File: config.mk
export PLATFORM = sky130hd
export DESIGN_NAME = reg_file
export DESIGN_NICKNAME = d
export VERILOG_FILES = /design/src/rtl/reg_file.sv
export SDC_FILE = /design/constraint.sdc
export NUM_CORES = 2
export LEC_CHECK = 0
export CELL_PAD_IN_SITES_DETAIL_PLACEMENT = 0
export CELL_PAD_IN_SITES_GLOBAL_PLACEMENT = 2
export CORE_MARGIN = 4
export CORE_UTILIZATION = 48
export DETAILED_ROUTE_END_ITERATION = 7
export PLACE_DENSITY_LB_ADDON = 0.1
export SYNTH_ARGS = -nofsm -noshare
export SYNTH_HDL_FRONTEND = slang
export SYNTH_SLANG_ARGS = --single-unit
File: constraint.sdc
create_clock -name clk -period 120.6 [get_ports clk]
set_clock_uncertainty 0.1 [all_clocks]
set_input_delay 24.12 -clock clk [delete_from_list [all_inputs] [get_ports clk]]
set_output_delay 24.12 -clock clk [all_outputs]
set_load 0.03 [all_outputs]
File: src/rtl/reg_file.sv
// reg_file: 32 x 32-bit register file with two read ports, a debug read port
// and one write port.
//
// Ports:
//   clk            - clock; all state updates on the rising edge
//   rst            - asynchronous active-high reset; clears all state at once
//   RegWrite       - write enable
//   Write_Register - destination index (rd, rt or 31 for link)
//   Write_Data     - data to write
//   Read_Register1 - index for read port 1 (rs)
//   Read_Register2 - index for read port 2 (rt)
//   Read_Data1     - combinational contents of Read_Register1
//   Read_Data2     - combinational contents of Read_Register2
//   Dbg_Register   - index for the debug read port
//   Dbg_Data       - combinational contents of Dbg_Register
//   Write_Count    - committed writes since reset, wraps at 16 bits
//
// Register 0 is hardwired to zero. Reads of the register being written in the
// same cycle see Write_Data (write-through bypass). While rst is high every
// read port returns zero and bypass is suppressed.
module reg_file (
  input  logic        clk,
  input  logic        rst,
  input  logic        RegWrite,
  input  logic [4:0]  Write_Register,
  input  logic [31:0] Write_Data,
  input  logic [4:0]  Read_Register1,
  input  logic [4:0]  Read_Register2,
  output logic [31:0] Read_Data1,
  output logic [31:0] Read_Data2,
  input  logic [4:0]  Dbg_Register,
  output logic [31:0] Dbg_Data,
  output logic [15:0] Write_Count
);

  logic [31:0] regs [0:31];
  logic        commit;

  // A write only counts when it targets a real register; index 0 is discarded.
  assign commit = RegWrite && (Write_Register != 5'd0);

  // Storage update. Entry 0 is cleared by reset and never written afterwards,
  // so it stays zero; the read path also forces zero for index 0.
  always_ff @(posedge clk or posedge rst) begin
    if (rst) begin
      for (int i = 0; i < 32; i++) begin
        regs[i] <= 32'd0;
      end
    end else if (commit) begin
      regs[Write_Register] <= Write_Data;
    end
  end

  // Committed-write counter; natural 16-bit wraparound, no saturation.
  always_ff @(posedge clk or posedge rst) begin
    if (rst) begin
      Write_Count <= 16'd0;
    end else if (commit) begin
      Write_Count <= Write_Count + 16'd1;
    end
  end

  // Shared read-port behaviour: reset and index 0 win over bypass, bypass
  // wins over the stored value.
  function automatic logic [31:0] read_port(input logic [4:0] idx);
    logic [31:0] value;
    value = regs[idx];
    if (rst || (idx == 5'd0)) begin
      value = 32'd0;
    end else if (commit && (idx == Write_Register)) begin
      value = Write_Data;
    end
    return value;
  endfunction

  // Three independent combinational read ports.
  always_comb begin
    Read_Data1 = read_port(Read_Register1);
    Read_Data2 = read_port(Read_Register2);
    Dbg_Data   = read_port(Dbg_Register);
  end

endmodule

# Yosys cells after proc, flatten, opt, wreduce, memory -nomap -nowiden

Index checks and enable logic that the tools add are counted.

Input port bits: 55
Word-level logic and storage cells: 76
Output and inout bits: 112
Register bits: 1,040

Reduce and logical (&&, ||, !) cells: 12
Add/sub/neg operators: 1
Bitwise gates (word level): 4
$lt $le $gt $ge: 5
Eq/ne operators: 3
Mux-type cells: 18

Operators with widths:

| operator                                                                     | count |
|---|---|
| 1024-bit bitwise mux                                                         | 1 |
| 32-bit binary-select mux with 5-bit select                                   | 3 |
| 32-bit 2-to-1 mux                                                            | 13 |
| 32-bit demux with 5-bit select                                               | 1 |
| 6-bit >= comparator, second input constant                                   | 4 |
| 5-bit NOT with 6-bit output                                                  | 4 |
| 16-bit by 1-bit adder with 16-bit output, second input constant              | 1 |
| 5-bit == test                                                                | 3 |
| 5-bit logical NOT                                                            | 3 |
| 6-bit by 1-bit less-than comparator with 1-bit output, second input constant | 1 |
| 1-bit logical AND                                                            | 5 |
| 5-bit nonzero test                                                           | 1 |
| 1-bit logical OR                                                             | 3 |

# Logic depth before layout (Yosys ltp)

Depth in word-level cells: 6
Depth in mapped cells: 9
Gate-level depth less buffers: 6

# Worst setup path before layout

Ideal clock, no wire load.

Kind: input -> output
Start point: input rst
End point: output Dbg_Data[21]
Arrival: 50,173 ps
Data required time: 96,380 ps
Cell stages on the path: 5
Path slack: 46,207 ps
Cells stage by stage: inv_1 -> o311ai_2 -> buf_2 -> a21oi_1 -> a221o_1

Longest elaborated chain between the ends: 2

Ends and longest elaborated chain:

| item              | line | source |
|---|---|---|
| start, declared   | 23   | `input logic rst,` |
| 1-bit logical OR  | 68   | `if (rst \|\| (idx == 5'd0)) begin` |
| 32-bit 2-to-1 mux | 68   |  |
| end, declared     | 32   | `output logic [31:0] Dbg_Data,` |

Every way passes these cells.

# Final worst setup path

Start point: input Read_Register1[0]
End point: output Read_Data1[31]

Longest elaborated chain between the ends: 6
Elaborated cells on any way between the ends: 10
Classes of those cells: eq/ne: 1; mux: 5; bitwise: 1; reduce/logical: 3

Ends and longest elaborated chain:

| item                                                 | line | source |
|---|---|---|
| start, declared                                      | 27   | `input logic [4:0] Read_Register1,` |
| 5-bit NOT with 6-bit output (not written as such)    | 67   | `value = regs[idx];` |
| 32-bit binary-select mux with 5-bit select           | 67   |  |
| 32-bit 2-to-1 mux (not written as such) (2 in a row) | 67   |  |
| 32-bit 2-to-1 mux                                    | 70   | `end else if (commit && (idx == Write_Register)) begin` |
| 32-bit 2-to-1 mux *                                  | 68   |  |
| end, declared                                        | 29   | `output logic [31:0] Read_Data1,` |

Mark *: on every way between the ends. The rest lies on a longest branch, timed or not. The select of a mux whose other input is x is not followed.

==> impl_metrics.csv <==
group,metric,value,unit
setup_path,crit_path_cell_trace,"buf_8 -> buf_4 -> buf_12 -> buf_4 -> mux4_2 -> a211oi_1 -> a211oi_1 -> a211o_1 -> clkdlybuf4s50_1",
synth,synth_top_area_frac,0.4022,
routing,vias,45531,
floorplanning,rows,134,
sta,tns,0,ns
grt,grt_pass1_wl,334200,um
grt,grt_pass1_vias,45350,
power_and_ir_drop,p_leak,30.37,nW
sta,fin_crit_sh,0.4416,
sta,finalHoldViolations,0,
clocking,cts_setup_buffers,0,
floorplanning,die_x,375.2,um
power_and_ir_drop,power.density,15.79,nW/um2
place,port_buffers,166,
grt,grt_max_degree,132,
sta,period_needed,53.26,ns
outcome,status,"complete, no violations",
place,globalplace.congestion,0.8065,
clocking,cts_buffer_depth,3,
clocking,cts_made_buffers,120,
clocking,clkTransAtPathRegs,0.05,ns
floorplanning,die_area,140700,um2
sta,finalMaxSlewViolations,0,
place,postPlaceCellArea,67510,um2
floorplanning,core,133600,um2
synth,yosysSeqAreaShare,0.4022,
synth,ys_warn_count,0,
final_layout,layout-drive-gt1-share,0.4233,
routing,wl_per_cell,36.35,um
routing,drtIter0Drc,5130,
synth,synthTopCellsByArea,"dfrtp_1 (40%), mux4_2 (20%), mux2_2 (17%)",
grt,grt_overflow,0,
synth,ys_types,46,
power_and_ir_drop,ir_drop,12.58,uV
final_layout,multi_input_area,36520,um2
floorplanning,initial_utilization,0.4843,
setup_path,worstPathMaxFanout,91,
clocking,cts_max_level,3,
place,dp_hpwl,123600,um
setup_path,slowest_delay,0.86,ns
routing,postRouteAntennaNets,0,
synth,syn_nets,4710,
clocking,hold_buffers,0,
grt,antenna_found_initial,7,
clocking,clockRootBuffer,"clkbuf_16",
sta,maxSlewHeadroom,0.09323,
grt,track_usage,0.3259,
setup_path,timing.critical_path.max_delay_family,"buffers and inverters",
setup_path,crit_path_end_kind,"output port",
clocking,ctsResizeCount,0,
synth,synth-seq-cells,1040,
final_layout,fillCellCount,11120,
setup_path,critPathLaunchType,"input pin",
sta,worstMarginPinSlew,1.356,ns
sta,setup_viol_count_final,0,
routing,totalWireLength,232000,um
synth,syn_avg_cell_area,13.90,um2
setup_path,rrSetupSlack,118.43,ns
floorplanning,ios,167,
sta,max_freq,18.77,MHz
final_layout,areaGrowthSynthToFinish,10.51,%
routing,drt_first_pass_iters,5,
synth,synth_edf_count,0,
min_path,hold_class,"flip-flop to flip-flop",
setup_path,crit_slowest_cell,"buf_4",
setup_path,arrival,29.04,ns
job,maxCapViolCount,0,
synth,synthCells,4654,
sta,rsz0062_at_grt,"false",
setup_path,path_buf_inv,5,
synth,synth_ff_type,"dfrtp_1",
routing,drc,0,
routing,vias_per_cell,7.134,
sta,hold_ws,0.3162,ns
final_layout,finalNetCount,4569,
clocking,cts_tree,"done",
setup_path,cp.required,96.38,ns
final_layout,fin_area,71510,um2
final_layout,register_area,26030,um2
synth,synthArstFlopShare,1.000,
synth,netlist_area,64710,um2
clocking,clock_sinks,1040,
setup_path,critPathKind,"input pin to output port",
clocking,clk_latency,0.75,ns
floorplanning,die_y,375.2,um
synth,synth_top_area_cell,"dfrtp_1",
## cell usage in the layout (no fill, tap or decap), drive strengths merged, types with 64 or more instances in the layout
cell type,Yosys,final
o21bai,96,96
mux4,575,575
mux2,992,992
nor2b,98,98
clkbuf,285,176
clkdlybuf4s50,0,152
mux2i,482,482
a22oi,96,96
dfrtp,1040,1040
a21oi,161,161
a221oi,192,192
a221o,64,64
buf,271,138
a211oi,128,128
## kinds of logic (layout without fill, tap and decap cells)
kind of cell,after synthesis,count (layout),synth area share
multiplexers,2049,2049,0.4473
flip-flops,1040,1040,0.4022
AO/OA/AOI/OAI,778,778,0.09152
buffers and inverters,567,522,0.03780
AND/OR/NAND/NOR,189,189,0.01692
XOR/XNOR,30,30,0.004061
adder cells (fa/ha/maj),1,1,0.0001933
other,0,5,0
## registers in the layout, summed over array words and instances, names as in the netlist
register	flops
regs	1024
Write_Count	16
## per-stage QoR
stage | setup WS [ns] | utilization | total power [W] | std cells
2_1_floorplan | 46.21 | - | 0.0006790 | 4654
6_report | 67.34 | 0.5352 | 0.001129 | 6382
3_5_place_dp | 67.33 | 0.5052 | 0.0007570 | 6159
5_1_grt | 67.11 | 0.5351 | 0.001177 | 6377
4_1_cts | 67.31 | 0.5351 | 0.001133 | 6377
3_3_place_gp | 67.27 | 0.5052 | 0.0007505 | 6159
## synth_stat cells (all sizes together), types with 6 or more instances
cell type / number
a211o: 32
a211oi: 128
a21oi: 161
a221o: 64
a221oi: 192
a22oi: 96
buf: 271
clkbuf: 285
dfrtp: 1040
inv: 11
mux2: 992
mux2i: 482
mux4: 575
nand2: 29
nand3: 10
nor2: 17
nor2b: 98
nor3: 6
o21bai: 96
xnor2: 28
## per-layer routing
metal	wire length (um)	track usage
met5	23	0
met2	103100	0.4885
met4	7525	0.09669
met3	20470	0.07892
met1	100900	0.4738
## where the power goes
part           internal, W  switching [W]  leakage, nW  total, W
registers         0.000415      0.0000630         13.4  0.000478
logic             0.000156       0.000121         15.0  0.000277
clock network     0.000218       0.000157         1.99  0.000374
## worst paths after layout
path,depth (start not counted),startpoint,end
max,9,Read_Register1[0],Read_Data1[31]
min,0,regs[1011]$_DFFE_PP0P_,regs[1011]$_DFFE_PP0P_
max reg2reg,6,Write_Count[0]$_DFFE_PP0P_,Write_Count[14]$_DFFE_PP0P_
min reg2reg,0,regs[1011]$_DFFE_PP0P_,regs[1011]$_DFFE_PP0P_
max in group asynchronous,7,rst,regs[336]$_DFFE_PP0P_
min in group asynchronous,2,rst,Write_Count[1]$_DFFE_PP0P_
## layout make-up
class,instances,area share
diodes,5,0.0001750
well taps,1768,0.03093
clock buffers,173,0.04901
flip-flops and latches,1040,0.3639
repair buffers,293,0.03776
inverters,11,0.0006824
multi-input cells,3047,0.5108
clock inverters,45,0.006754
(Power assumes the default switching activity.)
